## src/rtl/seq_chunk_adder.sv

```systemverilog
// seq_chunk_adder: multi-cycle WIDTH-bit adder/subtractor built around one
// CHUNK-bit ripple-carry slice. Operands are shifted down CHUNK bits per
// clock while the result is shifted in from the top, so after N = WIDTH/CHUNK
// RUN cycles the result register holds the full sum in natural bit order.
// The carry between chunks lives in a register.
// Handshake: start (sampled in IDLE), busy, one-cycle done pulse.
// Optional: define SEQ_CHUNK_ADDER_ZERO_FLAG_EN to add a registered zero flag.
module seq_chunk_adder #(
   parameter int WIDTH = 16,
   parameter int CHUNK = 4
) (
   input  logic             clk,
   input  logic             rst_n,
   input  logic             start,
   input  logic [WIDTH-1:0] a,
   input  logic [WIDTH-1:0] b,
   input  logic             cin,
   input  logic             sub,
   output logic             busy,
   output logic             done,
   output logic [WIDTH-1:0] sum,
   output logic             cout,
   output logic             overflow
`ifdef SEQ_CHUNK_ADDER_ZERO_FLAG_EN
   ,
   output logic             zero
`endif
);

   localparam int N  = WIDTH / CHUNK;
   localparam int CW = (N > 1) ? $clog2(N) : 1;

   localparam logic S_IDLE = 1'b0;
   localparam logic S_RUN  = 1'b1;

   logic             state;
   logic [CW-1:0]    cnt;
   logic [WIDTH-1:0] opa;      // operand A, shifted right one chunk per cycle
   logic [WIDTH-1:0] opb;      // operand B (already inverted for subtract)
   logic             a_msb;    // sign bits of the captured operands, kept
   logic             b_msb;    // for the overflow decision at completion
   logic             carry;
   logic [WIDTH-1:0] res;

   logic [CHUNK-1:0] slice_sum;
   logic             slice_cout;
   logic [WIDTH-1:0] res_next;
   logic             last;

   // One CHUNK-bit ripple-carry slice on the low chunk of the shifted operands.
   always_comb begin
      // NOTE: every combinational output gets a default before the loop so no
      // path leaves it unassigned; otherwise synthesis infers a latch.
      slice_sum = '0;
      slice_cout = carry;
      for (int i = 0; i < CHUNK; i++) begin
         slice_sum[i] = opa[i] ^ opb[i] ^ slice_cout;
         slice_cout   = (opa[i] & opb[i]) | (slice_cout & (opa[i] ^ opb[i]));
      end
      // New chunk enters at the top; earlier chunks move down toward bit 0.
      res_next = WIDTH'({slice_sum, res} >> CHUNK);
      last     = (cnt == CW'(N - 1));
   end

   // Control FSM plus datapath registers; all state changes on the rising edge.
   always_ff @(posedge clk or negedge rst_n) begin
      if (!rst_n) begin
         state    <= S_IDLE;
         cnt      <= '0;
         opa      <= '0;
         opb      <= '0;
         a_msb    <= 1'b0;
         b_msb    <= 1'b0;
         carry    <= 1'b0;
         res      <= '0;
         busy     <= 1'b0;
         done     <= 1'b0;
         sum      <= '0;
         cout     <= 1'b0;
         overflow <= 1'b0;
`ifdef SEQ_CHUNK_ADDER_ZERO_FLAG_EN
         zero     <= 1'b0;
`endif
      end else begin
         // NOTE: non-blocking assignments throughout, so every register samples
         // the values from before this edge regardless of statement order.
         done <= 1'b0;
         case (state)
            S_IDLE: begin
               if (start) begin
                  opa   <= a;
                  opb   <= sub ? ~b : b;
                  a_msb <= a[WIDTH-1];
                  b_msb <= sub ? ~b[WIDTH-1] : b[WIDTH-1];
                  carry <= sub ? 1'b1 : cin;
                  cnt   <= '0;
                  busy  <= 1'b1;
                  state <= S_RUN;
               end
            end
            S_RUN: begin
               opa   <= opa >> CHUNK;
               opb   <= opb >> CHUNK;
               res   <= res_next;
               carry <= slice_cout;
               cnt   <= cnt + CW'(1);
               if (last) begin
                  sum      <= res_next;
                  cout     <= slice_cout;
                  overflow <= (a_msb == b_msb) && (res_next[WIDTH-1] != a_msb);
`ifdef SEQ_CHUNK_ADDER_ZERO_FLAG_EN
                  zero     <= (res_next == '0);
`endif
                  busy     <= 1'b0;
                  done     <= 1'b1;
                  state    <= S_IDLE;
               end
            end
            default: state <= S_IDLE;
         endcase
      end
   end

endmodule

```

## config.mk

```make
export PLATFORM = sky130hd
export DESIGN_NAME = seq_chunk_adder
export DESIGN_NICKNAME = d
export VERILOG_FILES = /design/src/rtl/seq_chunk_adder.sv
export SDC_FILE = /design/constraint.sdc
export NUM_CORES = 1
export LEC_CHECK = 0
export CAP_MARGIN = 20
export CORE_UTILIZATION = 47
export CTS_CLUSTER_DIAMETER = 30
export DETAILED_ROUTE_END_ITERATION = 12
export GPL_TIMING_DRIVEN = 1
export HOLD_SLACK_MARGIN = 0.08
export PLACE_DENSITY = 0.8
export SLEW_MARGIN = 20
export SYNTH_ARGS = -nofsm -noshare
export SYNTH_HDL_FRONTEND = slang
export SYNTH_SLANG_ARGS = --single-unit
```

## constraint.sdc

```tcl
create_clock -name clk -period 2.7 [get_ports clk]
set_input_delay 0.405 -clock clk [delete_from_list [all_inputs] [get_ports clk]]
set_output_delay 0.405 -clock clk [all_outputs]
set_load 0.05 [all_outputs]
```

==> flow_metrics.py, run 1 <==
metrics = {
    "layout": {
        "finish.instance_area_mm2": 0.00400,
        "nNetsFinal": 359,
        "syn2layout_area_growth_pct": 25.2,
        "antenna_cells": 0,
        "fin_cells": 399,
        "drive_gt1_share_pct": 17.1,
    },
    "logic_synthesis": {
        "synth_fp_nets": 302,
        "seq_area_frac_synth_pct": 54.9,
        "avgSynthCellArea_um2": 12.3,
        "syn_area_mm2": 0.00319,
        "async_flop_share_pct": 100,
        "yosysWarnings": 0,
        "netlist_instances": 260,
        "ys_ff_latch": 70,
        "ys_types": 27,
        "synth_edf_count": 0,
        "ys.flop_type": "dfrtp_1",
    },
    "outcome": {
        "run_status": "complete, but fails checks",
        "violations": "design-rule violations",
    },
    "grt": {
        "grt_usage_pct": 17.9,
        "gr-total-overflow": 0,
        "grt_max_degree": 54,
        "grt_pass1_vias": 2032,
        "antenna_found_initial": 0,
        "grt_first_pass_wirelength_um": 9890,
    },
    "placement": {
        "port_buffers": 56,
        "place_inst": 381,
        "dp_hpwl_um": 3990,
        "place_area_mm2": 0.00376,
        "place.gp.congestion": 0.723,
    },
    "setup_path": {
        "startpoint_type": "register",
        "r2r_cells": 9,
        "arrival_ns": 2.82,
        "cp_max_fo": 3,
        "worstPathRequired_ns": 2.95,
        "path_class": "register to register",
        "crit_path_end_kind": "register",
    },
    "power": {
        "finalPower_mw": 4.57,
        "vdd_drop_max_mv": 0.515,
        "power_leakage_nw": 1.87,
        "powerDensity_mw_per_mm2": 1140,
    },
    "sta": {
        "setup_viol": 0,
        "fin_skew_ns": 0.00706,
        "worst-slew-pin-transition_ns": 0.577,
        "worst_hold_slack_ns": 0.486,
        "hold_violations": 0,
        "min_period_ns": 2.56,
        "rsz0062_at_grt": "false",
        "relSlewSlack_pct": 61.5,
        "period_share_pct": 95.0,
        "drv_slew": 0,
        "fmax_mhz": 390,
        "fin_setup_tns_ns": 0,
    },
    "routing": {
        "drt_wl_total_um": 5640,
        "drt_iter0_drc": 86,
        "drt-vias-per-instance": 5.15,
        "vias": 2053,
        "drc_errors": 2,
        "wire_per_inst_um": 14.1,
        "drtPass1Iterations": 10,
        "antenna_left": 0,
    },
    "hold_path": {
        "whs_path_depth": 2,
        "hold_path.class": "register to register",
    },
    "floorplanning": {
        "coreArea_mm2": 0.00646,
        "pin_count": 57,
        "dieHeight_um": 84.4,
        "die-area_mm2": 0.00713,
        "initial_core_util_pct": 49.4,
        "die_w_um": 84.4,
        "num_rows": 29,
    },
    "clocking": {
        "cts_sinks": 70,
        "clk_pin_slew_ns": 0.07,
        "cts_made_buffers": 9,
        "cts_buffer_depth": 2,
        "cts_root_buffer": "clkbuf_8",
        "cts_tree": "yes",
        "htreeDepth": 3,
        "clock_latency_ns": 0.34,
    },
    "run": {
        "drv_cap": 0,
    },
}
==> stage by stage <==
step / setup slack (ns) / utilization (%)
floorplan: 0.218 / -
global placement: 0.165 / 58.2
detailed placement: 0.0565 / 58.2
CTS: 0.0404 / 61.7
global route: 0.0323 / 61.9
finish: 0.136 / 61.9
==> Yosys cell counts, types with 3 or more instances <==
cell type	count	area [µm²]
dfrtp_1	70	1750
mux2i_1	32	320
nand2_1	30	113
o21ai_0	24	120
mux2_2	14	158
xor2_1	12	105
inv_1	11	41.3
nor2_1	11	41.3
mux2_4	9	135
buf_2	7	35.0
o21ai_1	6	30.0
a211oi_2	4	50.1
buf_6	4	45.0
fa_1	4	80.1
xnor2_1	4	35.0
buf_4	3	22.5
nand2b_1	3	18.8
==> placed cells by master, fill, tap and decap left out, types with 6 or more instances in the layout <==
master | Yosys | final
o21ai_1 | 6 | 6
inv_1 | 11 | 9
nor2_1 | 11 | 11
mux2_4 | 9 | 9
mux2_2 | 14 | 14
nand2_1 | 30 | 30
xor2_1 | 12 | 12
dfrtp_1 | 70 | 69
mux2i_1 | 32 | 32
clkbuf_8 | 0 | 10
clkdlybuf4s50_1 | 0 | 54
o21ai_0 | 24 | 24
==> layout make-up <==
class / count / area (µm²)
well taps: 77 / 96.3
fillers: 518 / 2460
inverters: 11 / 41.3
clock inverters: 4 / 70.1
flip-flops and latches: 70 / 1750
multi-input cells: 162 / 1270
repair buffers: 63 / 618
clock buffers: 12 / 145
==> worst max-delay path: stages, from the launching register on <==
cell	delay (ns)
dfrtp_1	0.42
fa_2	0.40
inv_2	0.06
fa_1	0.15
inv_1	0.05
fa_2	0.34
inv_2	0.06
fa_1	0.45
or3_1	0.38
a31oi_1	0.17
==> power breakdown <==
group          internal, mW  switching [mW]  leakage [nW]  total [mW]
logic                 0.841            1.04         0.859        1.88
clock network         0.543           0.362         0.110       0.905
registers              1.49           0.296         0.896        1.79
==> final timing paths <==
| path | startpoint | slack [ns] | endpoint |
|---|---|---|---|
| hold / removal | sum[9] | 0.49 | sum[9] |
| setup / recovery | opa[0] | 0.14 | overflow |
| setup reg to reg | opa[0] | 0.14 | overflow |
| max in group asynchronous | rst_n | 1.38 | opa[1] |
| hold reg to reg | sum[9] | 0.49 | sum[9] |
| min in group asynchronous | rst_n | 0.58 | sum[7] |
==> layer usage <==
metal  part of all wire (%)  global-route usage [%]
met4                    1.1                    4.62
met2                     49                    29.1
met1                     45                    23.1
met5                      0                       0
met3                    5.0                    6.19
==> cell families after synthesis <==
family | synth area share, %
flip-flops | 54.9
multiplexers | 19.2
AND/OR/NAND/NOR | 5.96
AO/OA/AOI/OAI | 7.29
buffers and inverters | 5.37
XOR/XNOR | 4.39
adder cells (fa/ha/maj) | 2.90
==> state kept, by name, summed over array words and instances (netlist names), 2 cells and up <==
signal  count
opb        16
sum        16
opa        16
cnt         2
res        12
==> timing repair <==
action / in CTS / in global routing
resized for setup: 0 / 4
hold endpoints to repair: 22 / 0
hold buffers: 1 / 0
setup buffers: 0 / 1
endpoints found under the setup margin: 0 / 1
(Power assumes the default switching activity.)
==> run 2: changes to the inputs <==
- CORE_MARGIN: unset -> 2
- SKIP_CTS_REPAIR_TIMING: unset -> 1
==> flow_metrics.py, run 2 (synthesized netlist as in run 1, its figures left out) <==
metrics = {
    "clocking": {
        "cts_sinks": 70,
        "cts_root_buffer": "clkbuf_8",
        "clk_pin_slew_ns": 0.06,
        "htreeDepth": 3,
        "cts_made_buffers": 9,
        "cts_buffer_depth": 2,
        "clock_latency_ns": 0.35,
        "cts_tree": "yes",
    },
    "power": {
        "powerDensity_mw_per_mm2": 1120,
        "vdd_drop_max_mv": 0.361,
        "power.switching_mw": 1.69,
        "p_seq_share_pct": 39.2,
        "clkPwrFrac_pct": 17.5,
        "comb_power_share_pct": 43.3,
        "p_int_mw": 2.78,
        "switching_share_pct": 37.9,
        "finalPower_mw": 4.47,
        "power_leakage_nw": 1.86,
    },
    "run": {
        "drv_cap": 0,
    },
    "routing": {
        "drt_wl_total_um": 5650,
        "drtPass1Iterations": 4,
        "drc_errors": 0,
        "wire_per_inst_um": 14.1,
        "vias": 2006,
        "drt-vias-per-instance": 5.00,
        "antenna_left": 0,
        "drt_iter0_drc": 69,
    },
    "sta": {
        "drv_slew": 0,
        "worst_hold_slack_ns": 0.0691,
        "fmax_mhz": 392,
        "fin_skew_ns": 0.00445,
        "setup_viol": 0,
        "hold_violations": 0,
        "min_period_ns": 2.55,
        "relSlewSlack_pct": 63.7,
        "worst-slew-pin-transition_ns": 0.542,
        "period_share_pct": 94.5,
    },
    "setup_path": {
        "worst-path-buf-inv": 3,
        "cp_max_fo": 3,
        "path_cells": "fa_2 > inv_2 > fa_1 > inv_1 > fa_1 > inv_2 > fa_1 > or3_1 > a31oi_1",
        "cp.depth": 9,
        "r2r_cells": 9,
        "worstPathRequired_ns": 2.97,
        "cp-startpoint": "opa[0]",
        "arrival_ns": 2.82,
        "path_class": "register to register",
        "crit_end": "overflow",
        "reg2reg_from": "opa[0]",
        "crit_top_cell": "fa_1",
        "startpoint_type": "register",
        "cpMaxStageDelayCell": "fa_1",
        "slowest_delay_ns": 0.41,
        "crit_path_end_kind": "register",
        "r2r_setup_slack_ns": 0.15,
        "r2r-end": "overflow",
        "cpLargestDelayFamily": "adder cells",
    },
    "layout": {
        "antenna_cells": 0,
        "largestRegisters": "opa: 16 flops, opb: 16 flops, sum: 16 flops",
        "drive_gt1_share_pct": 16.8,
        "nNetsFinal": 359,
        "final_common_cell": "dfrtp_1",
        "syn2layout_area_growth_pct": 24.7,
        "fillers": 556,
        "regArea_mm2": 0.00175,
        "multi_input_area_mm2": 0.00127,
        "final_cell_mix": "69 x dfrtp_1, 54 x clkdlybuf4s50_1, 32 x mux2i_1",
        "fin_util_pct": 59.6,
    },
    "floorplanning": {
        "die-area_mm2": 0.00747,
        "pin_count": 57,
        "num_rows": 30,
        "die_w_um": 86.4,
        "initial_core_util_pct": 47.8,
        "dieHeight_um": 86.4,
        "coreArea_mm2": 0.00668,
    },
    "grt": {
        "grt_first_pass_wirelength_um": 9490,
        "grt_max_degree": 71,
        "antenna_found_initial": 0,
        "gr-total-overflow": 0,
        "grt_pass1_vias": 2050,
        "grt_usage_pct": 16.9,
    },
    "placement": {
        "place.gp.congestion": 0.819,
        "dp_hpwl_um": 4000,
        "port_buffers": 56,
    },
    "outcome": {
        "run_status": "finished, final reports clean",
    },
    "hold_path": {
        "hold_path.class": "primary input to asynchronous set/reset pin",
    },
}
[run 2: cell count changes in the layout (fill, tap and decap cells not counted), sizes merged]
cell / before / now
clkbuf: 12 / 15
bufinv: 2 / 0
clkinv: 2 / 0
buf: 8 / 9
dlygate4sd3: 1 / 0
[run 2: how the worst min path moves through the flow]
stage	end	cells past startpoint	from	slack [ns]
global placement	sum[5]	2	rst_n	0.46
detailed placement	sum[7]	2	rst_n	0.46
finish	sum[7]	2	rst_n	0.07
floorplan	a_msb	0	rst_n	0.11
CTS	opa[11]	2	rst_n	0.09
global route	res[7]	2	rst_n	0.1
[run 2: layout make-up]
| class | instances | area share [%] |
|---|---|---|
| Timing Repair Buffer | 63 | 15.8 |
| Tap cell | 80 | 2.51 |
| Inverter | 11 | 1.04 |
| Clock buffer | 15 | 4.68 |
| Multi-Input combinational cell | 162 | 31.9 |
| Sequential cell | 70 | 44.0 |
[run 2: power groups by stage]
stage | Combinational, mW | Clock [mW] | Sequential (mW)
after floorplan | 0.951 | 0 | 2.17
after global placement | 1.86 | 0 | 1.75
after detailed placement | 1.92 | 0 | 1.77
after CTS | 1.92 | 0.806 | 1.75
after global routing | 2.11 | 0.848 | 1.81
final | 1.94 | 0.783 | 1.75
[run 2: per-stage QoR]
stage	worst slack [ns]	cells	TNS, ns	area [µm²]
after floorplan	0.218	260	0	3190
after global placement	0.160	384	0	3780
after detailed placement	0.0548	384	0	3780
after CTS	0.0444	399	0	3960
after global routing	-0.00609	401	-0.00609	3980
final	0.148	401	0	3980
[run 2: per-layer routing]
layer	track usage, %	routed length [µm]	part of all wire [%]	vias to the layer above
met5	0	0	0	-
met4	6.39	72	1.3	0
met3	6.95	296	5.2	6
met2	27.1	2760	49	55
met1	20.5	2520	45	964
li1	-	-	-	981
